[src/rtl/booth_mul_pkg.sv]
// booth_mul_pkg: shared types and helpers for the sequential Booth multiplier.
//   state_t    : controller states (IDLE, RUN, DONE)
//   cnt_width(): bit width of the step counter for a given operand WIDTH;
//                it must hold WIDTH+1, the number of Booth steps.
package booth_mul_pkg;

  typedef enum logic [1:0] {
    IDLE = 2'd0,
    RUN  = 2'd1,
    DONE = 2'd2
  } state_t;

  function automatic int unsigned cnt_width(input int unsigned width);
    return $clog2(width + 2);
  endfunction

endpackage

[src/rtl/booth_step.sv]
// booth_step: one combinational radix-2 Booth iteration on E-bit registers.
//   a, m, q, qm1         : accumulator, multiplicand, multiplier, q(-1) bit
//   a_nx, q_nx, qm1_nx   : values after add/sub selection and the arithmetic
//                          right shift of {A,Q,q-1}
module booth_step #(
  parameter int unsigned E = 17
) (
  input  logic [E-1:0] a,
  input  logic [E-1:0] m,
  input  logic [E-1:0] q,
  input  logic         qm1,
  output logic [E-1:0] a_nx,
  output logic [E-1:0] q_nx,
  output logic         qm1_nx
);

  logic [E-1:0] sum;

  always_comb begin
    sum = a;
    case ({q[0], qm1})
      2'b01:   sum = a + m;
      2'b10:   sum = a - m;
      default: sum = a;
    endcase
    // Operands carry one extension bit, so sum cannot overflow and its MSB
    // is the true sign to replicate.
    {a_nx, q_nx, qm1_nx} = {sum[E-1], sum, q};
  end

endmodule

[src/rtl/booth_mul_seq.sv]
// booth_mul_seq: iterative radix-2 Booth multiplier, one step per clock.
//   clk, rst    : clock, synchronous active-high reset
//   in_valid/in_ready, a, b, is_signed : operand handshake (WIDTH bits each)
//   out_valid/out_ready, p             : product handshake (2*WIDTH bits)
//   ovf         : product does not fit in WIDTH bits of the selected mode;
//                 present only when BOOTH_MUL_OVF_EN is defined
// Latency WIDTH+1 clocks from accept to out_valid.
module booth_mul_seq
  import booth_mul_pkg::*;
#(
  parameter int unsigned WIDTH = 16
) (
  input  logic                 clk,
  input  logic                 rst,
  input  logic                 in_valid,
  output logic                 in_ready,
  input  logic [WIDTH-1:0]     a,
  input  logic [WIDTH-1:0]     b,
  input  logic                 is_signed,
  output logic                 out_valid,
  input  logic                 out_ready,
  output logic [2*WIDTH-1:0]   p
`ifdef BOOTH_MUL_OVF_EN
  ,
  output logic                 ovf
`endif
);

  localparam int unsigned E  = WIDTH + 1;
  localparam int unsigned PW = 2 * WIDTH;
  localparam int unsigned CW = cnt_width(WIDTH);

  state_t        state;
  state_t        state_nx;

  logic [E-1:0]  acc;
  logic [E-1:0]  mcand;
  logic [E-1:0]  mplier;
  logic          qm1;
  logic [CW-1:0] cnt;

  logic [E-1:0]  acc_nx;
  logic [E-1:0]  mplier_nx;
  logic          qm1_nx;

  logic [E-1:0]  a_ext;
  logic [E-1:0]  b_ext;
  logic          last_step;
  logic [PW-1:0] prod_nx;

  booth_step #(.E(E)) u_step (
    .a      (acc),
    .m      (mcand),
    .q      (mplier),
    .qm1    (qm1),
    .a_nx   (acc_nx),
    .q_nx   (mplier_nx),
    .qm1_nx (qm1_nx)
  );

  always_comb begin
    a_ext     = is_signed ? {a[WIDTH-1], a} : {1'b0, a};
    b_ext     = is_signed ? {b[WIDTH-1], b} : {1'b0, b};
    last_step = (state == RUN) && (cnt == CW'(1));
    // Low 2*WIDTH bits of {A,Q}; the top two bits of A only repeat the sign.
    prod_nx   = {acc_nx[E-3:0], mplier_nx};
  end

`ifdef BOOTH_MUL_OVF_EN
  logic sgn_mode;
  logic ovf_nx;

  always_comb begin
    if (sgn_mode) begin
      ovf_nx = !((&prod_nx[PW-1:WIDTH-1]) || (~|prod_nx[PW-1:WIDTH-1]));
    end else begin
      ovf_nx = |prod_nx[PW-1:WIDTH];
    end
  end

  always_ff @(posedge clk) begin
    if (rst) begin
      sgn_mode <= 1'b0;
      ovf      <= 1'b0;
    end else begin
      if (state == IDLE && in_valid) begin
        sgn_mode <= is_signed;
      end
      if (last_step) begin
        ovf <= ovf_nx;
      end
    end
  end
`endif

  // State register
  always_ff @(posedge clk) begin
    if (rst) begin
      state <= IDLE;
    end else begin
      state <= state_nx;
    end
  end

  // Next-state logic
  always_comb begin
    state_nx = state;
    case (state)
      IDLE:    if (in_valid)  state_nx = RUN;
      RUN:     if (last_step) state_nx = DONE;
      DONE:    if (out_ready) state_nx = IDLE;
      default: state_nx = IDLE;
    endcase
  end

  // Output logic
  always_comb begin
    in_ready  = 1'b0;
    out_valid = 1'b0;
    case (state)
      IDLE:    in_ready  = 1'b1;
      DONE:    out_valid = 1'b1;
      default: ;
    endcase
  end

  // Datapath registers
  always_ff @(posedge clk) begin
    if (rst) begin
      acc    <= '0;
      mcand  <= '0;
      mplier <= '0;
      qm1    <= 1'b0;
      cnt    <= '0;
      p      <= '0;
    end else begin
      case (state)
        IDLE: begin
          if (in_valid) begin
            acc    <= '0;
            mcand  <= a_ext;
            mplier <= b_ext;
            qm1    <= 1'b0;
            cnt    <= CW'(E);
          end
        end
        RUN: begin
          acc    <= acc_nx;
          mplier <= mplier_nx;
          qm1    <= qm1_nx;
          cnt    <= cnt - CW'(1);
          if (last_step) begin
            p <= prod_nx;
          end
        end
        default: ;
      endcase
    end
  end

endmodule

[config.mk]
export PLATFORM = sky130hd
export DESIGN_NAME = booth_mul_seq
export DESIGN_NICKNAME = d
export VERILOG_FILES = /design/src/rtl/booth_mul_pkg.sv /design/src/rtl/booth_step.sv /design/src/rtl/booth_mul_seq.sv
export SDC_FILE = /design/constraint.sdc
export NUM_CORES = 1
export LEC_CHECK = 0
export CELL_PAD_IN_SITES_DETAIL_PLACEMENT = 1
export CELL_PAD_IN_SITES_GLOBAL_PLACEMENT = 1
export CORE_MARGIN = 1.5
export CORE_UTILIZATION = 30
export DETAILED_ROUTE_END_ITERATION = 8
export DONT_BUFFER_PORTS = 1
export PLACE_DENSITY_LB_ADDON = 0.1
export RECOVER_POWER = 25
export SYNTH_ARGS = -nofsm -noshare
export SYNTH_HDL_FRONTEND = slang
export SYNTH_SLANG_ARGS = --single-unit
[constraint.sdc]
create_clock -name clk -period 3.67 [get_ports clk]
set_input_delay 0.1835 -clock clk [delete_from_list [all_inputs] [get_ports clk]]
set_output_delay 0.1835 -clock clk [all_outputs]
set_load 0.01 [all_outputs]
=== Yosys cells after proc, flatten, opt, wreduce, memory -nomap -nowiden ===
Index checks and enable logic that the tools add are counted.

* Bits in registers: 91
* Bits of input ports: 37
* Output and inout port bits: 34
* Logic and storage cells: 42

* $add $sub $neg: 3
* Equality and inequality tests: 8
* Mux-type cells: 17
* Reductions and logical operators: 7

{| class="wikitable"
|+ Operator list
! cell !! number
|-
| $pmux W17 S2 || 3
|-
| $mux W17 || 4
|-
| $add A17 B17 Y17 || 1
|-
| $sub A17 B17 Y17 || 1
|-
| $pmux W5 S2 || 1
|-
| $mux W2 || 3
|-
| $ne A2 B2 Y1 const B || 3
|-
| $pmux W2 S3 || 1
|-
| $reduce_and A2 Y1 || 3
|-
| $eq A5 B1 Y1 const B || 1
|-
| $mux W5 || 1
|-
| $sub A5 B1 Y5 const B || 1
|-
| $eq A2 B1 Y1 const B || 2
|-
| $eq A2 B2 Y1 const B || 2
|-
| $mux W1 || 3
|-
| $reduce_and A3 Y1 || 1
|-
| $logic_not A2 Y1 || 1
|-
| $pmux W1 S2 || 1
|-
| $reduce_bool A2 Y1 || 1
|-
| $logic_and A1 B1 Y1 || 1
|}

=== Logic depth before layout (Yosys ltp) ===
Gate-level depths: netlist of the first run.

* Depth in word-level cells: 4
* Mapped depth: 15
* Mapped depth without buffers: 14

=== Cells and area by module ===
Synthesis of the first run repeated with hierarchy kept, for this count alone.

* Cells, all modules: 669
* Area, all modules: 5,434.0 µm²

{| class="wikitable"
|+ Modules (own cells, without submodules)
! module !! times used !! cells an instance !! area an instance (µm²) !! seq. area each (µm²)
|-
| booth_mul_seq || 1 || 448 || 3,927.5 || 1,821.7
|-
| booth_step || 1 || 221 || 1,506.4 || 0.0
|}

=== Worst setup path after synthesis of the first run ===
Ideal clock, no wire load.

* Path type: reg2reg
* Start: reg mcand[2]
* End: reg p[30]
* Library setup time: 0.086 ns
* Arrival: 2.844 ns
* Required time: 3.584 ns
* Path slack: 0.740 ns
* Stages on the path, launching flop included: 15
* Buffers on the path: 1
* Period minus slack after synthesis: 2.930 ns
* Cell sequence: dfxtp_1 > nor3_1 > and3_1 > nor4b_1 > nor2_1 > xnor2_1 > ha_1 > and2_1 > clkbuf_1 > nand2_1 > nand2_1 > o41ai_1 > xnor2_1 > nand2b_1 > a211oi_1

* Cells in the longest elaborated chain, start to end: 2
* Elaborated cells on any way between the ends: 3
* Classes of those cells: 2 x add/sub; 1 x mux

{| class="wikitable"
|+ Ends and longest elaborated chain
! what !! RTL line !! RTL
|-
| start: declaration || booth_mul_seq.sv:37 || <nowiki>logic [E-1:0] mcand;</nowiki>
|-
| start signal: assignment || booth_mul_seq.sv:141 || <nowiki>mcand <= a_ext;</nowiki>
|-
| $sub A17 B17 Y17 or $add A17 B17 Y17 (tied branches) || booth_step.sv:23, booth_step.sv:22 ||
|-
| $pmux W17 S2 * || booth_step.sv:21 || <nowiki>case ({q[0], qm1})</nowiki>
|-
| end signal: assignment || booth_mul_seq.sv:153 || <nowiki>p <= prod_nx;</nowiki>
|-
| end: declaration || booth_mul_seq.sv:22 || <nowiki>output logic [2*WIDTH-1:0] p</nowiki>
|}

Every way passes the cells marked *; elsewhere a longest branch is shown, timed or not.
A chain may end at the register's enable or synchronous reset.

=== Worst setup path after layout of the first run ===
Ends and elaborated chain as after synthesis.

==> Flow_metrics.wiki, run 1 <==
{| class="wikitable"
! Metric !! Value
|-
| DRT antenna net count || 0
|-
| Commonest cells after routing, fill and taps aside || sky130_fd_sc_hd__nand2_1 (120), sky130_fd_sc_hd__a21oi_1 (90), sky130_fd_sc_hd__dfxtp_1 (90), sky130_fd_sc_hd__nor2_1 (50), sky130_fd_sc_hd__nand3_1 (24)
|-
| Count of cell types in the netlist || 51
|-
| Critical Path Sink Type || flop
|-
| Remaining routing DRC violations || 0
|-
| Number of antenna violations at the first check in global routing || 0
|-
| Data arrival at the endpoint of the critical path || 3.52 ns
|-
| Critical Path Fanout Max || 7
|-
| Netlist area before placement || 4646 um^2
|-
| Ratio of routed vias to standard cells || 5.227
|-
| Util after Layout || 35.05%
|-
| Most frequent standard cell in the layout excluding fill and tap cells || sky130_fd_sc_hd__nand2_1
|-
| Vias in the first global route || 4354
|-
| Worst-case clock skew || 0.005227 ns
|-
| DRT Pass-1 Iters || 6
|-
| Synthesis-to-finish area growth || 14.27%
|-
| Worst R2R Setup Slack || 0.42 ns
|-
| Die Area || 16240 um^2
|-
| Floorplan row count || 45
|-
| Average routed wire per standard cell || 17.27 um
|-
| Number of resized instances in the post-cts repair step || 0
|-
| Overall power after layout || 2.753 mW
|-
| Total wirelength of the detailed-routed design || 13.75 mm
|-
| Final nets || 662
|-
| Die W || 127.4 um
|-
| Pleak || 1.874 nW
|-
| Area inside the core boundary || 15150 um^2
|-
| Max Clk Rate || 307.3 MHz
|-
| Crit Path Category || reg2reg
|-
| Num CTS Buffers || 9
|-
| Max Cap Viol || 0
|-
| Post-Syn Area per Cell || 7.679 um^2
|-
| Worst Max-Slew Pin Slew || 0.8209 ns
|-
| Final number of hold-violating endpoints || 0
|-
| Relative max-transition margin || 45.02%
|-
| Number of cells in the finished layout apart from fillers || 796
|-
| Depth of the most critical reg-to-reg path || 13
|-
| Period Utilization, post-route || 88.66%
|-
| Starting density of the core || 30.67%
|-
| First-pass GRT wire length || 22.50 mm
|-
| Syn_nets || 663
|-
| Class of the tightest hold or removal check || in2reg
|-
| Start point of the worst min-delay path || out_ready
|-
| Height of the die || 127.4 um
|-
| Number of setup violations in the final report || 0
|-
| Flip-flop and latch count after synthesis || 90
|-
| Area of combinational cells with multiple inputs || 2653 um^2
|-
| Count of flip-flops with a built-in enable after synthesis || 0
|-
| Worst VDD drop || 284.8 uV
|-
| Total GRT Usage || 17.71%
|-
| Overall via count from detail_route || 4161
|-
| Worst hold path depth || 2
|-
| Kind of launch point of the worst setup path || flop
|-
| Async set-reset flop share out of synthesis || 0%
|-
| Sequential area share after synthesis || 38.78%
|-
| Postcts setup bufs || 0
|-
| Number of diodes || 0
|-
| Filler cells || 1804
|-
| Clk_lat worst skew || 0.35 ns
|-
| Reg2Reg Capture Point || p[30]
|-
| Mapped Cells || 605
|-
| Count of placed standard cells including taps || 763
|-
| Max-slew violation total from the final report || 0
|-
| Number of top-level design ports || 71
|-
| Main flop type after synthesis || sky130_fd_sc_hd__dfxtp_1
|-
| Share of layout cells above drive strength 1 || 5.757%
|-
| CP startpoint || mcand[2]
|-
| Result of the run || completed
|-
| Required time of the critical path || 3.94 ns
|-
| Clock tree from TritonCTS || built
|-
| Post-detailed-placement half-perimeter wirelength || 9.889 mm
|-
| Crit path time final || 3.254 ns
|-
| Setup repair after global routing missed its margin || false
|-
| Power per Cell Area || 518.5 nW/um^2
|-
| CTS Buffer Depth || 2
|-
| End point of the worst hold path || state[1]
|-
| Summed negative setup slack over all endpoints || 0 ns
|-
| Warnings, synthesis || 0
|-
| Area occupied by registers || 1802 um^2
|-
| Critical R2R Launch || mcand[2]
|-
| Total global routing overflow || 0
|-
| Largest net degree at the start of global routing || 88
|-
| Clock Sinks || 90
|-
| CTS H-tree depth || 3
|-
| Buffers on Ports || 0
|-
| Number of design-rule violations left by the first detailed-router iteration || 151
|-
| Library cell used as clock root buffer || sky130_fd_sc_hd__clkbuf_16
|-
| Clock-pin slew of the registers on the worst-case setup and hold paths || 0.06 ns
|-
| Gpl congestion || 0.8096
|}
[synthesized netlist by cell type (4+ instances only)]
cell type | count | area, um^2
sky130_fd_sc_hd__o21ai_1 | 8 | 40.04
sky130_fd_sc_hd__nand2_1 | 120 | 450.4
sky130_fd_sc_hd__nor3_1 | 13 | 65.06
sky130_fd_sc_hd__xor2_1 | 8 | 70.07
sky130_fd_sc_hd__nand2b_1 | 13 | 81.33
sky130_fd_sc_hd__a21oi_1 | 90 | 450.4
sky130_fd_sc_hd__and2_1 | 5 | 31.28
sky130_fd_sc_hd__buf_2 | 5 | 25.02
sky130_fd_sc_hd__ha_1 | 20 | 250.2
sky130_fd_sc_hd__inv_1 | 10 | 37.54
sky130_fd_sc_hd__nor2_1 | 50 | 187.7
sky130_fd_sc_hd__a22oi_1 | 16 | 120.1
sky130_fd_sc_hd__a211oi_1 | 11 | 82.58
sky130_fd_sc_hd__dfxtp_1 | 90 | 1802
sky130_fd_sc_hd__nor2b_1 | 5 | 31.28
sky130_fd_sc_hd__clkbuf_1 | 35 | 131.4
sky130_fd_sc_hd__o21ai_0 | 6 | 30.03
sky130_fd_sc_hd__xnor2_1 | 22 | 192.7
sky130_fd_sc_hd__a31oi_1 | 12 | 75.07
sky130_fd_sc_hd__a21o_1 | 4 | 30.03
sky130_fd_sc_hd__nand3_1 | 24 | 120.1
[final cells by class]
cell class	count	area share, %
multi-input combinational	465	49.96
sequential	90	33.94
clock inverter	4	1.438
inverter	10	0.7070
timing repair buffer	28	5.138
tap	188	4.431
clock buffer	11	4.384
[through the flow]
step	worst slack (ns)	cell area [um^2]	hold slack [ns]
after CTS	0.3853	5309	0.002875
after global placement	0.5264	4802	0.2615
after floorplan	0.7405	4646	0.3195
after global routing	0.04750	5309	0.01505
after detailed placement	0.4245	4802	0.2629
final	0.4162	5309	0.01837
[power by group]
group / total [mW] / internal, mW / switching, mW
clock network: 0.993 / 0.596 / 0.397
logic: 0.674 / 0.259 / 0.414
registers: 1.09 / 1.03 / 0.0556
[registers in the layout, summed over array words and instances (netlist names)]
register	flops
acc	16
cnt	5
mplier	17
qm1	1
p	32
state	2
mcand	17
[worst max-delay path, stage by stage, from the launching register on]
cell and delay [ns]:
sky130_fd_sc_hd__dfxtp_1 0.35, sky130_fd_sc_hd__nor3_1 0.26, sky130_fd_sc_hd__and3_1 0.27, sky130_fd_sc_hd__nor4b_1 0.48, sky130_fd_sc_hd__nor2_1 0.11, sky130_fd_sc_hd__xnor2_1 0.15, sky130_fd_sc_hd__ha_1 0.34, sky130_fd_sc_hd__and2_1 0.25
sky130_fd_sc_hd__nand2_1 0.11, sky130_fd_sc_hd__nand2_1 0.06, sky130_fd_sc_hd__o41ai_1 0.31, sky130_fd_sc_hd__xnor2_1 0.20, sky130_fd_sc_hd__nand2b_1 0.08, sky130_fd_sc_hd__a211oi_1 0.21
[logic make-up (layout without fill, tap and decap cells)]
group / after synthesis / in the layout / share of synthesized area (%)
AOI/OAI and AO/OA: 164 / 164 / 21.33
xor gates and xnor gates: 30 / 30 / 5.656
adders and majority gates: 21 / 21 / 5.817
buffers and inverters: 50 / 53 / 4.175
DFF: 90 / 90 / 38.78
muxes: 3 / 3 / 0.6733
and+or+nand+nor: 247 / 247 / 23.57
[per-layer routing]
metal | global-route usage, % | vias to the layer above | share of wire, %
met1 | 22.29 | 2000 | 47
met2 | 29.73 | 61 | 48
li1 | - | 2082 | -
met3 | 4.606 | 18 | 3.5
met4 | 5.348 | 0 | 1.8
met5 | 0 | - | 0
[how the worst max path moves through the flow]
stage | to | slack (ns)
floorplan | p[30] | 0.74
global placement | p[30] | 0.53
detailed placement | p[30] | 0.42
CTS | p[30] | 0.39
global route | acc[12] | 0.05
finish | p[30] | 0.42
[what timing repair did]
item                                    in CTS  in global routing
endpoints found under the hold margin       87                  0
hold buffers                                18                  0
endpoints found under the setup margin       0                  0
Note: power is estimated with default switching activity, not from simulation.
==> inputs of run 2 (changes only) <==
clock period = 3.55 ns   (was 3.67 ns; I/O delays follow)
==> Flow_metrics.wiki, run 2 (synthesis gave the netlist of run 1 again) <==
{| class="wikitable"
! Metric !! Value
|-
| Crit path time final || 3.142 ns (was 3.254 ns)
|-
| Total global routing overflow || 0 (unchanged)
|-
| Average routed wire per standard cell || 17.45 um (was 17.27 um)
|-
| Minimum setup slack after placement || 0.3311 ns (was 0.4245 ns)
|-
| Overall via count from detail_route || 4172 (was 4161)
|-
| Setup slack after layout || 0.4078 ns (was 0.4162 ns)
|-
| Depth of the most critical reg-to-reg path || 12 (was 13)
|-
| Period Utilization, post-route || 88.51% (was 88.66%)
|-
| DRT Pass-1 Iters || 4 (was 6)
|-
| Post-detailed-placement half-perimeter wirelength || 9.912 mm (was 9.889 mm)
|-
| Data arrival at the endpoint of the critical path || 3.40 ns (was 3.52 ns)
|-
| Filler cells || 1811 (was 1804)
|-
| Kind of launch point of the worst setup path || flop (unchanged)
|-
| Remaining routing DRC violations || 0 (unchanged)
|-
| Critical Path Sink Type || flop (unchanged)
|-
| Power per Cell Area || 540.5 nW/um^2 (was 518.5 nW/um^2)
|-
| Library cell used as clock root buffer || sky130_fd_sc_hd__clkbuf_16 (unchanged)
|-
| Result of the run || completed (unchanged)
|-
| Reg2Reg Capture Point || acc[14] (was p[30])
|-
| Number of diodes || 0 (unchanged)
|-
| Starting density of the core || 30.67% (unchanged)
|-
| Summed negative setup slack over all endpoints || 0 ns (unchanged)
|-
| Relative max-transition margin || 45.46% (was 45.02%)
|-
| Largest net degree at the start of global routing || 88 (unchanged)
|-
| Max-slew violation total from the final report || 0 (unchanged)
|-
| Most frequent standard cell in the layout excluding fill and tap cells || sky130_fd_sc_hd__nand2_1 (unchanged)
|-
| Commonest cells after routing, fill and taps aside || sky130_fd_sc_hd__nand2_1 (120), sky130_fd_sc_hd__a21oi_1 (90), sky130_fd_sc_hd__dfxtp_1 (90), sky130_fd_sc_hd__nor2_1 (50), sky130_fd_sc_hd__nand3_1 (24) (unchanged)
|-
| First-pass GRT wire length || 22.67 mm (was 22.50 mm)
|-
| Critical Path Fanout Max || 5 (was 7)
|-
| Die Area || 16240 um^2 (unchanged)
|-
| Clk_lat worst skew || 0.35 ns (about the same)
|-
| Critical R2R Launch || mcand[5] (was mcand[2])
|-
| Worst hold path depth || 2 (unchanged)
|-
| Total wirelength of the detailed-routed design || 13.93 mm (was 13.75 mm)
|-
| Ratio of routed vias to standard cells || 5.228 (was 5.227)
|-
| Number of design-rule violations left by the first detailed-router iteration || 162 (was 151)
|-
| Gpl congestion || 0.8175 (was 0.8096)
|-
| Floorplan row count || 45 (unchanged)
|-
| Clock-pin slew of the registers on the worst-case setup and hold paths || 0.07 ns (was 0.06 ns)
|-
| Worst Max-Slew Pin Slew || 0.8144 ns (was 0.8209 ns)
|-
| DRT antenna net count || 0 (unchanged)
|-
| CTS H-tree depth || 3 (unchanged)
|-
| Height of the die || 127.4 um (unchanged)
|-
| CTS Buffer Depth || 2 (unchanged)
|-
| Vias in the first global route || 4371 (was 4354)
|-
| Worst-case clock skew || 0.009700 ns (was 0.005227 ns)
|-
| Buffers on Ports || 0 (unchanged)
|-
| Flip-flop count of the largest register, all copies and words added || 32 (unchanged)
|-
| Worst R2R Setup Slack || 0.41 ns (was 0.42 ns)
|-
| Setup repair after global routing missed its margin || false (unchanged)
|-
| Leading registers by flop count || p: 32 flops, mcand: 17 flops, mplier: 17 flops (unchanged)
|-
| Final hold slack || 0.02965 ns (was 0.01837 ns)
|-
| Crit Path Category || reg2reg (unchanged)
|-
| Num CTS Buffers || 9 (unchanged)
|-
| Pleak || 1.892 nW (was 1.874 nW)
|-
| Class of the tightest hold or removal check || in2reg (unchanged)
|-
| Clock Sinks || 90 (unchanged)
|-
| Max Clk Rate || 318.2 MHz (was 307.3 MHz)
|-
| End point of the worst hold path || mplier[5] (was state[1])
|-
| Required time of the critical path || 3.81 ns (was 3.94 ns)
|-
| Clock tree from TritonCTS || built (unchanged)
|-
| Number of top-level design ports || 71 (unchanged)
|-
| Number of antenna violations at the first check in global routing || 0 (unchanged)
|-
| Final number of hold-violating endpoints || 0 (unchanged)
|-
| Total GRT Usage || 17.91% (was 17.71%)
|-
| Number of setup violations in the final report || 0 (unchanged)
|-
| Worst VDD drop || 273.9 uV (was 284.8 uV)
|-
| Max Cap Viol || 0 (unchanged)
|-
| Synthesis-to-finish area growth || 15.16% (was 14.27%)
|-
| Die W || 127.4 um (unchanged)
|-
| Share of layout cells above drive strength 1 || 6.230% (was 5.757%)
|-
| Area inside the core boundary || 15150 um^2 (unchanged)
|-
| Final nets || 664 (was 662)
|-
| Start point of the worst min-delay path || b[5] (was out_ready)
|-
| Largest Register || p (unchanged)
|}
## run 2: where the power goes
group	internal (mW)	switching, mW
clock	0.638	0.429
combinational	0.271	0.431
sequential	1.06	0.0576
total	1.97	0.918
## run 2: what timing repair did
action                                  CTS  global route
hold buffers                             20             0
resized for setup                         0             1
endpoints found under the hold margin    87             0
setup buffers                             0             0
endpoints found under the setup margin    0             2
## run 2: how the worst max path moves through the flow
stage               slack [ns]      from      end  cells after the start
global placement          0.38  mcand[2]    p[30]                     13
global route              0.09  mcand[2]  acc[14]                     12
floorplan                 0.62  mcand[2]    p[30]                     14
CTS                       0.32  mcand[2]    p[30]                     13
finish                    0.41  mcand[5]  acc[14]                     12
detailed placement        0.33  mcand[2]    p[30]                     13
## run 2: through the flow
step	total power, mW	instance area, um^2	utilization, %	cells
after floorplan	1.656	4646	-	605
after global placement	1.804	4802	31.71	763
after detailed placement	1.818	4802	31.71	763
after CTS	2.930	5344	35.28	798
after global routing	3.052	5350	35.32	798
final	2.892	5350	35.32	798
## run 2: routing by layer
| layer | routed length [um] | part of all wire (%) | GRT usage (%) | up-vias |
|---|---|---|---|---|
| met5 | 0 | 0 | 0 | - |
| met4 | 250 | 1.8 | 6.952 | 0 |
| met3 | 362 | 2.6 | 3.224 | 17 |
| met2 | 6626 | 48 | 30.02 | 51 |
| met1 | 6690 | 48 | 22.85 | 2013 |
| li1 | - | - | - | 2091 |
## run 2: area by class of cell
class / count / area, um^2 / share of cell area [%]
multi-input cells: 465 / 2659 / 49.70
flip-flops and latches: 90 / 1802 / 33.68
repair buffers: 30 / 292.8 / 5.472
clock buffers: 10 / 239.0 / 4.467
well taps: 188 / 235.2 / 4.397
clock inverters: 5 / 85.08 / 1.590
inverters: 10 / 37.54 / 0.7016
## run 2: critical path: stages, from the launching register on
cell                      delay [ns]
sky130_fd_sc_hd__dfxtp_1        0.36
sky130_fd_sc_hd__nor2_1         0.21
sky130_fd_sc_hd__nand2_1        0.14
sky130_fd_sc_hd__nor3_1         0.20
sky130_fd_sc_hd__nor2_1         0.07
sky130_fd_sc_hd__xnor2_1        0.27
sky130_fd_sc_hd__ha_1           0.36
sky130_fd_sc_hd__and2_1         0.24
sky130_fd_sc_hd__nor2b_1        0.16
sky130_fd_sc_hd__or3b_1         0.41
sky130_fd_sc_hd__a41oi_2        0.28
sky130_fd_sc_hd__nor2b_1        0.10
sky130_fd_sc_hd__o32ai_2        0.25
